===== config.mk =====
export PLATFORM = sky130hd
export DESIGN_NAME = lcd_frame_copier
export DESIGN_NICKNAME = d
export VERILOG_FILES = /design/src/rtl/lcd_frame_copier.sv
export SDC_FILE = /design/constraint.sdc
export NUM_CORES = 1
export LEC_CHECK = 0
export BUFFER_PORTS_ARGS = -buffer_cell sky130_fd_sc_hd__buf_2
export CORE_UTILIZATION = 52
export CTS_BUF_LIST = sky130_fd_sc_hd__clkbuf_2 sky130_fd_sc_hd__clkbuf_4 sky130_fd_sc_hd__clkbuf_8
export DETAILED_ROUTE_END_ITERATION = 10
export PLACE_DENSITY = 0.8
export SYNTH_ARGS = -nofsm -noshare
export SYNTH_HDL_FRONTEND = slang
export SYNTH_SLANG_ARGS = --single-unit

===== constraint.sdc =====
create_clock -name clk -period 2.2 [get_ports clk]
set_input_delay 0.11 -clock clk [delete_from_list [all_inputs] [get_ports clk]]
set_output_delay 0.11 -clock clk [all_outputs]
set_load 0.05 [all_outputs]

===== src/rtl/lcd_frame_copier.sv =====
// lcd_frame_copier: copies a paged framebuffer to an LCD controller over a
// shared bus. Each page gets a page-select and two column-reset commands,
// then COLUMNS data bytes. Every bus access is a WR cycle followed by a GAP.
module lcd_frame_copier #(
    parameter int          COLUMNS   = 96,
    parameter int          PAGES     = 8,
    parameter logic [23:0] CMD_ADDR  = 24'h20FE,
    parameter logic [23:0] DATA_ADDR = 24'h20FF
) (
    input  logic        clk,
    input  logic        reset,
    input  logic        clk_ce,
    input  logic        start,
    input  logic        bus_grant,
    input  logic [7:0]  fb_data,
    output logic        busy,
    output logic        done,
    output logic        bus_req,
    output logic        bus_write,
    output logic [23:0] address_out,
    output logic [7:0]  data_out,
    output logic [9:0]  fb_addr
);

    typedef enum logic [2:0] {
        IDLE, REQ, CMD_PAGE, CMD_COLLO, CMD_COLHI, DATA, FINISH
    } state_t;

    typedef enum logic {WR, GAP} phase_t;

    localparam logic [6:0] COL_LAST  = 7'(COLUMNS - 1);
    localparam logic [3:0] PAGE_LAST = 4'(PAGES - 1);

    state_t      state, state_n;
    phase_t      phase, phase_n;
    logic [3:0]  page, page_n;
    logic [6:0]  column, column_n;
    logic [23:0] address_n;
    logic [7:0]  data_n;
    logic [9:0]  fb_addr_n;

    function automatic logic [9:0] fb_index(input logic [3:0] pg, input logic [6:0] col);
        return 10'(int'(pg) * COLUMNS + int'(col));
    endfunction

    // State, counters and bus/framebuffer registers; advance only on clk_ce.
    always_ff @(posedge clk or posedge reset) begin
        if (reset) begin
            state       <= IDLE;
            phase       <= WR;
            page        <= '0;
            column      <= '0;
            address_out <= '0;
            data_out    <= '0;
            fb_addr     <= '0;
        end else if (clk_ce) begin
            state       <= state_n;
            phase       <= phase_n;
            page        <= page_n;
            column      <= column_n;
            address_out <= address_n;
            data_out    <= data_n;
            fb_addr     <= fb_addr_n;
        end
    end

    // Next state, counter updates and the values loaded on entry to each WR.
    always_comb begin
        state_n   = state;
        phase_n   = phase;
        page_n    = page;
        column_n  = column;
        address_n = address_out;
        data_n    = data_out;
        fb_addr_n = fb_addr;
        case (state)
            IDLE: begin
                if (start) begin
                    state_n  = REQ;
                    page_n   = '0;
                    column_n = '0;
                end
            end
            REQ: begin
                if (bus_grant) begin
                    state_n   = CMD_PAGE;
                    phase_n   = WR;
                    address_n = CMD_ADDR;
                    data_n    = 8'hB0 | {4'h0, page};
                end
            end
            CMD_PAGE, CMD_COLLO, CMD_COLHI, DATA: begin
                if (phase == WR) begin
                    phase_n = GAP;
                    // fb_addr moves to the next data byte when a GAP begins so the
                    // framebuffer has the whole GAP to return it before capture.
                    if (state != DATA)
                        fb_addr_n = fb_index(page, column);
                    else if (column != COL_LAST)
                        fb_addr_n = fb_index(page, column + 7'd1);
                    else if (page != PAGE_LAST)
                        fb_addr_n = fb_index(page + 4'd1, '0);
                end else if (bus_grant) begin
                    phase_n = WR;
                    case (state)
                        CMD_PAGE: begin
                            state_n   = CMD_COLLO;
                            address_n = CMD_ADDR;
                            data_n    = 8'h00;
                        end
                        CMD_COLLO: begin
                            state_n   = CMD_COLHI;
                            address_n = CMD_ADDR;
                            data_n    = 8'h10;
                        end
                        CMD_COLHI: begin
                            state_n   = DATA;
                            address_n = DATA_ADDR;
                            data_n    = fb_data;
                        end
                        default: begin
                            if (column != COL_LAST) begin
                                column_n  = column + 7'd1;
                                address_n = DATA_ADDR;
                                data_n    = fb_data;
                            end else if (page != PAGE_LAST) begin
                                column_n  = '0;
                                page_n    = page + 4'd1;
                                state_n   = CMD_PAGE;
                                address_n = CMD_ADDR;
                                data_n    = 8'hB0 | {4'h0, page + 4'd1};
                            end else begin
                                state_n = FINISH;
                                phase_n = GAP;
                            end
                        end
                    endcase
                end
            end
            FINISH: state_n = IDLE;
            default: state_n = IDLE;
        endcase
    end

    // Status and strobe outputs decoded from state and phase.
    always_comb begin
        busy      = (state != IDLE) && (state != FINISH);
        done      = (state == FINISH);
        bus_req   = busy;
        bus_write = busy && (state != REQ) && (phase == WR);
    end

endmodule


Word-level counts from Yosys, hierarchy flattened
Index checks and enable logic that the tools add are counted.
{"block": "op_classes", "add_sub_neg": 4, "n_mul": 2, "n_eq_ne": 22, "n_mux": 46, "bitwise_logic": 1, "reduce_logical": 18}
{"cell": "2-to-1 mux 24 bit", "n": 5}
{"cell": "one-hot mux 24 bit (2 select lines)", "n": 2}
{"cell": "2-to-1 mux 7 bit", "n": 6}
{"cell": "2-to-1 mux 8 bit", "n": 5}
{"cell": "2-to-1 mux 10 bit", "n": 3}
{"cell": "2-to-1 mux 4 bit", "n": 6}
{"cell": "one-hot mux 8 bit (3 select lines)", "n": 1}
{"cell": "2-to-1 mux 3 bit", "n": 6}
{"cell": "one-hot mux 3 bit (3 select lines)", "n": 2}
{"cell": "AND reduction 6 bit", "n": 3}
{"cell": "one-hot mux 8 bit (2 select lines)", "n": 1}
{"cell": "inequality test 2 bit, second input constant", "n": 7}
{"cell": "one-hot mux 7 bit (2 select lines)", "n": 1}
{"cell": "adder 10 x 7 -> 10 bit", "n": 1}
{"cell": "adder 10 x 8 -> 10 bit", "n": 1}
{"cell": "multiplier 4 x 2 -> 5 bit, second input constant", "n": 2}
{"cell": "inequality test 5 bit, second input constant", "n": 2}
{"cell": "equality test 3 bit, second input constant", "n": 3}
{"cell": "inequality test 3 bit, second input constant", "n": 3}
{"cell": "one-hot mux 4 bit (2 select lines)", "n": 1}
{"cell": "AND reduction 8 bit", "n": 1}
{"cell": "adder 7 x 1 -> 7 bit, second input constant", "n": 1}
{"cell": "inequality test 7 bit, second input constant", "n": 1}
{"cell": "AND reduction 7 bit", "n": 1}
{"cell": "18 further kinds", "n": 28}
{"block": "word_totals", "regBits": 57, "inputBits": 13, "out_inout_bits": 46, "word_cells": 100}

Logic depth before layout (Yosys ltp)
Gate-level depths: netlist of the first run.
{"block": "logic_depth", "depth_word": 7, "depth_mapped": 11, "ltp_nobuf": 11}

Least setup slack after synthesis of the first run
Ideal clock, no wire load.
{"block": "synth_timing", "kind": "register to register", "start": "register column[0]", "end": "register fb_addr[9]", "setup_ns": 0.129, "t_arrival_ns": 2.232, "required_ns": 2.071, "slack_ns": -0.161, "stages_incl_launch_ff": 10, "n_path_buf": 0, "synth_period_minus_slack_ns": 2.361, "cell_sequence": "dfrtp_1 > ha_1 > and2_1 > nand4_1 > xnor2_1 > fa_1 > nor3_1 > xnor3_1 > a211oi_1 > a211oi_1"}
{"block": "synth_between", "elab_chain_len": 4, "elab_cells_between_ends": 8, "cone_classes": "add/sub: 3; eq/ne: 1; mux: 2; reduce/logical: 2"}
{"item": "start, declared", "line_no": "37", "rtl": "logic [6:0] column, column_n;"}
{"item": "start signal, assigned", "line_no": "60", "rtl": "column <= column_n;"}
{"item": "adder 7 x 1 -> 7 bit", "line_no": "100", "rtl": "fb_addr_n = fb_index(page, column + 7'd1);"}
{"item": "adder 10 x 7 -> 10 bit", "line_no": "43", "rtl": "return 10'(int'(pg) * COLUMNS + int'(col));"}
{"item": "2-to-1 mux 10 bit", "line_no": "99", "rtl": "else if (column != COL_LAST)"}
{"item": "2-to-1 mux 10 bit", "line_no": "97", "rtl": "if (state != DATA)"}
{"item": "end signal, assigned", "line_no": "63", "rtl": "fb_addr <= fb_addr_n;"}
{"item": "end, declared", "line_no": "22", "rtl": "output logic [9:0] fb_addr"}
Several ways; a longest one is shown, not always the timed one.
A chain may end at the register's enable or synchronous reset.

Worst setup path in the final report of the first run
{"block": "layout_timing", "start": "register column[1]", "end": "register fb_addr[8]"}
The elaborated chain is that of the path after synthesis.

==> impl_metrics.py, run 1 <==
metrics = {
    "clock_tree": {
        "cts-root-buf": "clkbuf_8",
        "h-tree-depth": 2,
        "cts_buffers": 5,
        "clock_sinks": 35,
        "clk_latency_ns": 0.29,
        "clk_path_buf_depth": 2,
        "cts_tree": "yes",
        "clk_pin_slew_worst_paths_ns": 0.07,
    },
    "logic_synthesis": {
        "synthCells": 304,
        "seq_area_frac_synth_pct": 31.2,
        "ys_seq_elements": 35,
        "postSynthAreaPerCell_um2": 9.22,
        "async_reset_ff_share_pct": 100,
        "synth_edf_count": 0,
        "synth_top_area_cell": "dfrtp_1",
        "synth.distinct_cells": 60,
        "synth_top_area_share_pct": 31.2,
        "syn_area_mm2": 0.00280,
        "ys_warn_count": 0,
        "synth.area.top_cells": "dfrtp_1 31%, buf_4 6.2%, ha_1 5.4%, nand2_1 5.4%, a21oi_1 3.6%",
        "synth_ff_type": "dfrtp_1",
    },
    "cells_and_area": {
        "area_delta_synth_final_pct": 23.3,
        "finish.instance_area_mm2": 0.00346,
        "drive_above_1_share_pct": 37.6,
        "layout.cells.non_filler": 450,
        "antenna_cells": 0,
        "fin_nets": 408,
    },
    "sta": {
        "skew_ns": 0.00482,
        "rsz0062_at_grt": "true",
        "setup_viol": 3,
        "fin_ws_ns": -0.157,
        "drv_slew": 0,
        "fmax_mhz": 424,
        "worst_pin_slew_ns": 0.633,
        "max_slew_margin_pct": 57.8,
        "fin_crit_sh_pct": 107,
        "finalCriticalPeriod_ns": 2.36,
        "final-hold-violation-count": 0,
    },
    "setup_path": {
        "reg2reg_slack_ns": -0.16,
        "cp.arrival_ns": 2.53,
        "end_kind": "register",
        "cp-start-kind": "register",
        "cp_max_fo": 3,
        "crit_type": "reg -> reg",
        "rr_worst_depth": 11,
        "worst_ep_required_time_ns": 2.37,
    },
    "floorplanning": {
        "dieArea_mm2": 0.00569,
        "num_io_pins": 59,
        "rows": 26,
        "die-width_um": 75.4,
        "initial_core_util_pct": 54.6,
        "coreArea_mm2": 0.00514,
        "die_h_um": 75.4,
    },
    "run_status": {
        "violations": "setup timing",
        "status": "finished, violations left",
    },
    "placement": {
        "place_area_mm2": 0.00320,
        "hpwl_mm": 4.86,
        "port_buffers": 43,
        "dpl.cell_count": 433,
        "place_ws_ns": -0.126,
        "gp_congestion": 0.900,
    },
    "detailed_routing": {
        "wl_mm": 7.20,
        "ant_nets": 0,
        "drt-initial-drc-count": 169,
        "routedWlPerCell_um": 16.0,
        "drtPass1Iterations": 4,
        "vias": 2468,
        "route.detailed.drc": 0,
        "viasPerCell": 5.48,
    },
    "grt": {
        "grt-ovfl-total": 0,
        "grt_antenna_before_repair": 0,
        "grt_first_pass_wirelength_mm": 10.5,
        "grt_start_max_net_pins": 36,
        "grt_use_total_pct": 25.1,
        "first_global_vias": 2180,
    },
    "power_and_ir_drop": {
        "power_leakage_nw": 1.61,
        "powerDensity_mw_per_mm2": 1450,
        "peakVddDrop_mv": 0.745,
    },
    "hold_path": {
        "min-delay-path-class": "in -> reg",
        "worstHoldPathCells": 3,
    },
    "job": {
        "max_cap_violations": 0,
    },
}
[critical path, cell delays in order (launching register included)]
cell	delay, ns
dfrtp_1	0.44
ha_4	0.17
and2_4	0.13
nand4_1	0.14
xnor2_2	0.33
inv_2	0.08
ha_4	0.27
a21oi_2	0.04
nor2_1	0.10
xor2_1	0.15
o221ai_1	0.11
mux2_4	0.28
[stage by stage]
stage / utilization, % / hold slack (ns) / total power, W / TNS [ns]
2_1_floorplan: - / 0.249 / 0.00358 / -0.0206
3_3_place_gp: 62.2 / 0.235 / 0.00418 / -0.0648
3_5_place_dp: 62.2 / 0.243 / 0.00427 / -0.213
4_1_cts: 66.0 / 0.0536 / 0.00492 / -0.164
5_1_grt: 67.3 / 0.0595 / 0.00534 / -0.658
6_report: 67.3 / 0.0593 / 0.00501 / -0.275
[cell type report]
type,count,area [um2]
flip-flops and latches,35,882
clock buffers,6,82.6
multi-input cells,231,1740
fillers,407,1680
inverters,17,63.8
well taps,70,87.6
clock inverters,2,35.0
repair buffers,89,563
[metal layers]
layer / global-route usage [%] / up-vias / share of wire, %
met5: 0 / - / 0
met4: 7.20 / 0 / 2.5
met3: 5.03 / 17 / 6.3
met2: 41.3 / 95 / 49
met1: 33.8 / 1187 / 42
li1: - / 1169 / -
[report_power, final]
part / total [W] / internal, W / leakage [nW] / switching [W]
logic: 0.00325 / 0.00116 / 1.12 / 0.00209
clock network: 0.000607 / 0.000367 / 0.0612 / 0.000241
registers: 0.00116 / 0.000894 / 0.437 / 0.000263
total: 0.00501 / 0.00242 / 1.61 / 0.00259
[flip-flops by register name (all words and copies together) (netlist names)]
signal / cells
column: 7
phase: 1
fb_addr: 10
address_out: 2
data_out: 8
page: 4
state: 3
[timing repair]
item | 4_1_cts | 5_1_grt
hold endpoints to repair | 35 | 0
setup buffers | 7 | 1
hold buffers | 1 | 0
pin swaps | 7 | 12
resized for setup | 4 | 13
setup endpoints to repair | 3 | 17
[placed cells by master, fill, tap and decap left out, drive strengths merged, types with 4 or more instances in the layout]
cell type	n
ha	12
xor2	5
o211ai	5
conb	15
nor3	10
a31oi	4
mux2	6
inv	17
nor2	18
clkbuf	6
nand2b	4
xnor2	11
o31ai	5
o21ai	22
fa	4
a21oi	21
buf	88
dfrtp	35
nand3	8
nand2	41
[synthesized netlist by cell type (all sizes together), types with 6 or more instances]
cell type and count:
nand3 8, xnor2 11, o21ai 22, inv 17, mux2 6, buf 35
dfrtp 35, nand2 41, nor3 10, nor2 18, a21oi 21, ha 12
[worst paths after layout]
path                                         startpoint                      end
worst max-delay path              column[1]$_DFFE_PP0P_   fb_addr[8]$_DFFE_PP0P_
worst max register to register    column[1]$_DFFE_PP0P_   fb_addr[8]$_DFFE_PP0P_
worst min-delay path                         fb_data[6]  data_out[6]$_DFFE_PP0P_
min in group asynchronous                         reset   fb_addr[4]$_DFFE_PP0P_
max in group asynchronous                         reset    column[0]$_DFFE_PP0P_
worst min register to register  data_out[6]$_DFFE_PP0P_  data_out[6]$_DFFE_PP0P_
[kinds of logic after synthesis]
logic type | synth area share [%]
simple gates | 18.1
compound gates | 19.4
buf+inv | 12.4
flops | 31.2
xor+xnor | 7.14
fa+ha+maj | 8.21
mux | 3.39
other cells | 0.134
Note: power is estimated with default switching activity, not from simulation.
==> run 2: changes to the inputs <==
==> constraint.sdc (replaced) <==
create_clock -name clk -period 2.2 [get_ports clk]
set_input_delay 0.11 -clock clk [delete_from_list [all_inputs] [get_ports clk]]
set_output_delay 0.11 -clock clk [all_outputs]
set_load 0.005 [all_outputs]
==> run 2 against run 1 <==
Against the previous run: the flow still finishes with violations (setup timing); clock power decreased by 17%; sequential cell count unchanged; largest cell class unchanged; maximum frequency increased by 2.8%; critical endpoint is now fb_addr[7]$_DFFE_PP0P_; sequential share of layout area increased by 0.18 points; total power decreased by 16%; combinational power decreased by 21%; utilization decreased by 0.75 points; clock skew increased by 0.0053 ns; cell count unchanged.
==> impl_metrics.py, run 2 (synthesis results as in run 1) <==
metrics = {
    "hold_path": {
        "worstHoldPathCells": 3,
        "hold-path-endpoint": "data_out[6]$_DFFE_PP0P_",
        "min-delay-path-class": "in -> reg",
        "hp-start": "fb_data[6]",
    },
    "run_status": {
        "status": "finished, violations left",
        "violations": "setup timing",
    },
    "detailed_routing": {
        "vias": 2430,
        "drtPass1Iterations": 4,
        "viasPerCell": 5.40,
        "ant_nets": 0,
        "drt-initial-drc-count": 126,
        "wl_mm": 6.65,
        "route.detailed.drc": 0,
        "routedWlPerCell_um": 14.8,
    },
    "grt": {
        "grt_antenna_before_repair": 0,
        "grt_first_pass_wirelength_mm": 10.7,
        "grt-ovfl-total": 0,
        "grt_start_max_net_pins": 36,
        "grt_use_total_pct": 25.3,
        "first_global_vias": 2346,
    },
    "floorplanning": {
        "die-width_um": 75.4,
        "initial_core_util_pct": 54.6,
        "coreArea_mm2": 0.00514,
        "die_h_um": 75.4,
        "dieArea_mm2": 0.00569,
        "rows": 26,
        "num_io_pins": 59,
    },
    "cells_and_area": {
        "layout_commonest_cell": "buf_4",
        "antenna_cells": 0,
        "layout_common_cells": "44 x buf_4, 43 x buf_2, 40 x nand2_1",
        "reg.largest.list": "fb_addr (10), data_out (8), column (7)",
        "fin_nets": 408,
        "regMostFlops": "fb_addr",
        "layout.cells.non_filler": 450,
        "largest_reg_flops": 10,
        "area_delta_synth_final_pct": 22.0,
        "drive_above_1_share_pct": 35.5,
    },
    "sta": {
        "fin_ws_ns": -0.0933,
        "worst_pin_slew_ns": 0.592,
        "fmax_mhz": 436,
        "max_slew_margin_pct": 60.6,
        "rsz0062_at_grt": "true",
        "final-hold-violation-count": 0,
        "fin_crit_sh_pct": 104,
        "finalCriticalPeriod_ns": 2.29,
        "setup_viol": 2,
        "skew_ns": 0.0102,
        "drv_slew": 0,
    },
    "power_and_ir_drop": {
        "peakVddDrop_mv": 0.491,
        "clkPwrFrac_pct": 12.0,
        "swShare_pct": 43.9,
        "seq_power_share_pct": 26.4,
        "p_int_w": 0.00235,
        "power_leakage_nw": 1.61,
        "powerDensity_mw_per_mm2": 1230,
        "pwr-share-comb_pct": 61.6,
        "switchingPower_w": 0.00184,
    },
    "clock_tree": {
        "clk_pin_slew_worst_paths_ns": 0.07,
        "cts-root-buf": "clkbuf_8",
        "clock_sinks": 35,
        "h-tree-depth": 2,
        "cts_tree": "yes",
        "cts_buffers": 5,
        "clk_path_buf_depth": 2,
        "clk_latency_ns": 0.29,
    },
    "placement": {
        "hpwl_mm": 4.88,
        "gp_congestion": 0.880,
        "port_buffers": 43,
        "place_ws_ns": -0.0945,
        "dpl.cell_count": 436,
    },
    "job": {
        "max_cap_violations": 0,
    },
    "setup_path": {
        "regToRegEndpoint": "fb_addr[7]$_DFFE_PP0P_",
        "r2r_start": "column[1]$_DFFE_PP0P_",
        "crit_type": "reg -> reg",
        "end_kind": "register",
        "cp-start-kind": "register",
        "reg2reg_slack_ns": -0.09,
        "cp_max_fo": 3,
        "cp.arrival_ns": 2.47,
        "worst_ep_required_time_ns": 2.38,
        "rr_worst_depth": 10,
    },
}
run 2: changes by cell type in the layout (fill, tap and decap cells not counted), moves of 2 or more:
cell	previous run	this run
inv_2	2	0
dfrtp_1	30	33
inv_1	15	17
dfrtp_2	5	2
run 2: repair_timing:
action,4_1_cts,5_1_grt
hold endpoints to repair,35,0
hold buffers,1,0
pin swaps,13,6
setup endpoints to repair,3,9
buffers inserted,5,0
resized for setup,5,4
run 2: worst max path at each step:
| stage | to | startpoint |
|---|---|---|
| final | fb_addr[7]$_DFFE_PP0P_ | column[1]$_DFFE_PP0P_ |
| after global routing | fb_addr[7]$_DFFE_PP0P_ | column[1]$_DFFE_PP0P_ |
| after CTS | fb_addr[8]$_DFFE_PP0P_ | column[1]$_DFFE_PP0P_ |
| after detailed placement | fb_addr[8]$_DFFE_PP0P_ | column[1]$_DFFE_PP0P_ |
| after global placement | fb_addr[8]$_DFFE_PP0P_ | column[1]$_DFFE_PP0P_ |
| after floorplan | fb_addr[8]$_DFFE_PP0P_ | column[1]$_DFFE_PP0P_ |
run 2: stage by stage:
step	cell area [um2]	hold WS [ns]	TNS [ns]	power, W	utilization [%]
after floorplan	2900	0.249	-0.0206	0.00286	-
after global placement	3230	0.237	-0.0479	0.00352	62.8
after global routing	3420	0.0743	-0.552	0.00453	66.5
after CTS	3390	0.0597	-0.0268	0.00414	66.0
final	3420	0.0643	-0.120	0.00419	66.5
after detailed placement	3230	0.236	-0.149	0.00359	62.8
run 2: final cells by class:
class                      instances  area (um2)
fill                             436        1720
clock buffer                       7        90.1
timing repair buffer              89         576
multi-input combinational        231        1720
sequential                        35         878
inverter                          17        63.8
clock inverter                     1        5.00
tap                               70        87.6
run 2: routing by layer:
layer	up-vias	track usage, %	routed length [um]
met2	85	40.7	3170
met3	21	4.37	339
met5	-	0	0
li1	1166	-	-
met1	1158	33.1	2920
met4	0	12.3	216
run 2: worst max-delay path: stages, from the launching register on:
cell and delay, ns:
dfrtp_1 0.41, ha_4 0.15, and2_4 0.13, nand4_1 0.12, xnor2_2 0.19, buf_4 0.15
fa_2 0.35, buf_4 0.15, o221ai_2 0.14, a32oi_1 0.10, mux2_2 0.29
run 2: power by group through the flow:
stage          logic (W)  clock network (W)  registers (W)
3_3_place_gp     0.00242                  0        0.00110
4_1_cts          0.00252           0.000515        0.00110
6_report         0.00258           0.000505        0.00111
3_5_place_dp     0.00248                  0        0.00111
2_1_floorplan    0.00179                  0        0.00107
5_1_grt          0.00285           0.000533        0.00114
==> run 3: changes to the inputs <==
--- a/config.mk
+++ b/config.mk
@@ -6,6 +6,7 @@
 export NUM_CORES = 1
 export LEC_CHECK = 0
 export BUFFER_PORTS_ARGS = -buffer_cell sky130_fd_sc_hd__buf_2
+export CORE_MARGIN = 2
 export CORE_UTILIZATION = 52
 export CTS_BUF_LIST = sky130_fd_sc_hd__clkbuf_2 sky130_fd_sc_hd__clkbuf_4 sky130_fd_sc_hd__clkbuf_8
 export DETAILED_ROUTE_END_ITERATION = 10
==> run 3 against run 2 <==
Against the previous run: the run still ends with setup timing left; cell count shrank 0.22%; maximum frequency shrank 1.6%; worst hold slack lost 0.0014 ns; critical path depth is the same; design area grew 0.29%; sequential cell count is the same; via count grew 2.3%; total power grew 2.8%; combinational power shrank 2%; clock power grew 39%; non-clock buffer count shrank 1; highest routed layer unchanged.
==> impl_metrics.py, run 3 (synthesis results as in run 1) <==
metrics = {
    "sta": {
        "timing.hold.ws_ns": 0.0629,
        "drv_slew": 0,
        "fin_ws_ns": -0.131,
        "final-hold-violation-count": 0,
        "fmax_mhz": 429,
        "finalCriticalPeriod_ns": 2.33,
        "setup_viol": 3,
        "max_slew_margin_pct": 53.1,
        "rsz0062_at_grt": "true",
        "worst_pin_slew_ns": 0.703,
        "fin_crit_sh_pct": 106,
        "skew_ns": 0.00805,
    },
    "setup_path": {
        "cp.arrival_ns": 2.50,
        "slowest_stage": "dfrtp_1",
        "end_kind": "register",
        "cp-start-kind": "register",
        "worst_ep_required_time_ns": 2.37,
        "reg2reg_slack_ns": -0.13,
        "setup.worst_path.end": "fb_addr[9]$_DFFE_PP0P_",
        "cp_max_fo": 3,
        "crit_type": "reg -> reg",
        "rr_worst_depth": 10,
        "path_cells": "ha_4 -> and2_4 -> nand4_1 -> xnor2_2 -> buf_4 -> fa_2 -> nor3_2 -> xnor3_1 -> a211oi_2 -> a211oi_1",
        "crit_path_start": "column[1]$_DFFE_PP0P_",
        "r2r_start": "column[1]$_DFFE_PP0P_",
        "regToRegEndpoint": "fb_addr[9]$_DFFE_PP0P_",
        "max_stage_delay_ns": 0.42,
    },
    "cells_and_area": {
        "reg.largest.list": "fb_addr (10), data_out (8), column (7)",
        "regMostFlops": "fb_addr",
        "seqCellArea_um2": 878,
        "drive_above_1_share_pct": 34.8,
        "layout_common_cells": "43 x buf_2, 43 x buf_4, 40 x nand2_1",
        "area_delta_synth_final_pct": 22.3,
        "layout.cells.non_filler": 449,
        "multiInputGateArea_mm2": 0.00170,
        "fin_nets": 407,
        "antenna_cells": 0,
        "finish.instance_area_mm2": 0.00343,
        "fin_util_pct": 66.7,
        "largest_reg_flops": 10,
        "fill_cells": 423,
    },
    "power_and_ir_drop": {
        "peakVddDrop_mv": 0.476,
        "powerDensity_mw_per_mm2": 1260,
        "power_leakage_nw": 1.62,
    },
    "run_status": {
        "violations": "setup timing",
        "status": "finished, violations left",
    },
    "floorplanning": {
        "die-width_um": 77.4,
        "num_io_pins": 59,
        "die_h_um": 77.4,
        "dieArea_mm2": 0.00600,
        "coreArea_mm2": 0.00514,
        "rows": 26,
        "initial_core_util_pct": 54.6,
    },
    "grt": {
        "grt_first_pass_wirelength_mm": 11.0,
        "grt_use_total_pct": 23.2,
        "grt_start_max_net_pins": 19,
        "grt-ovfl-total": 0,
        "grt_antenna_before_repair": 0,
        "first_global_vias": 2342,
    },
    "detailed_routing": {
        "route.detailed.drc": 0,
        "viasPerCell": 5.53,
        "drt-initial-drc-count": 202,
        "vias": 2485,
        "wl_mm": 6.68,
        "drtPass1Iterations": 5,
        "ant_nets": 0,
        "routedWlPerCell_um": 14.9,
    },
    "hold_path": {
        "min-delay-path-class": "in -> reg",
        "worstHoldPathCells": 3,
    },
    "clock_tree": {
        "clk_latency_ns": 0.30,
        "clk_pin_slew_worst_paths_ns": 0.07,
        "clock_sinks": 35,
        "cts-root-buf": "clkbuf_8",
        "clk_path_buf_depth": 2,
        "cts_tree": "yes",
        "h-tree-depth": 2,
        "cts_buffers": 5,
    },
    "placement": {
        "port_buffers": 43,
        "dpl.cell_count": 433,
        "gp_congestion": 0.893,
        "place_area_mm2": 0.00321,
        "hpwl_mm": 5.06,
        "place_ws_ns": -0.113,
    },
    "job": {
        "max_cap_violations": 0,
    },
}
-- run 3: cell types whose count changed in the layout (fill, tap and decap cells not counted) --
cell,previous run,this run
ha_2,1,2
bufinv_16,0,2
mux2_2,3,4
ha_4,3,2
a21oi_2,1,0
o221ai_1,2,3
clkinvlp_4,0,1
clkinv_2,1,0
clkbuf_8,6,5
clkbuf_4,1,0
a21oi_1,19,20
o221ai_2,1,0
buf_4,44,43
mux2_4,3,2
-- run 3: how the worst min path moves through the flow --
stage                     from                       to  slack [ns]
floorplan           fb_data[6]  data_out[6]$_DFFE_PP0P_        0.25
global placement         reset   fb_addr[4]$_DFFE_PP0P_        0.25
detailed placement       reset   fb_addr[4]$_DFFE_PP0P_        0.25
CTS                 fb_data[6]  data_out[6]$_DFFE_PP0P_        0.06
global route        fb_data[6]  data_out[6]$_DFFE_PP0P_        0.07
finish              fb_data[6]  data_out[6]$_DFFE_PP0P_        0.06
-- run 3: metal layers --
metal	GRT usage [%]	vias up	routed length, um
met5	0	-	0
met4	8.57	0	153
met3	3.14	16	352
met2	39.3	102	3350
met1	30.4	1197	2830
li1	-	1170	-
-- run 3: per-stage QoR --
stage          setup TNS (ns)  power, W
5_1_grt                -0.652   0.00464
3_3_place_gp          -0.0357   0.00347
3_5_place_dp           -0.229   0.00354
2_1_floorplan         -0.0206   0.00286
4_1_cts                -0.106   0.00430
6_report               -0.301   0.00431
-- run 3: power by group --
part,switching [W],internal [W]
Sequential,0.000171,0.000891
Clock,0.000252,0.000452
Combinational,0.00140,0.00114
-- run 3: critical path: cells and delay by family, from the launching register on --
| kind | cells | cell delay (ns) |
|---|---|---|
| AOI/OAI and AO/OA | 2 | 0.27 |
| xor gates and xnor gates | 2 | 0.44 |
| adders and majority gates | 2 | 0.53 |
| buffers and inverters | 1 | 0.15 |
| DFF | 1 | 0.42 |
| and+or+nand+nor | 3 | 0.39 |
-- run 3: layout make-up --
class,instances,area share (%)
Multi-Input combinational cell,231,49.4
Sequential cell,35,25.6
Timing Repair Buffer,88,16.6
Tap cell,70,2.55
Clock buffer,5,2.01
Clock inverter,3,1.97
Inverter,17,1.86
-- run 3: timing repair --
action	CTS	global route
hold buffers	1	0
hold endpoints to repair	16	0
pin swaps	4	2
buffers inserted	5	2
endpoints found under the setup margin	3	10
cloned	0	0
gates resized for setup	5	1
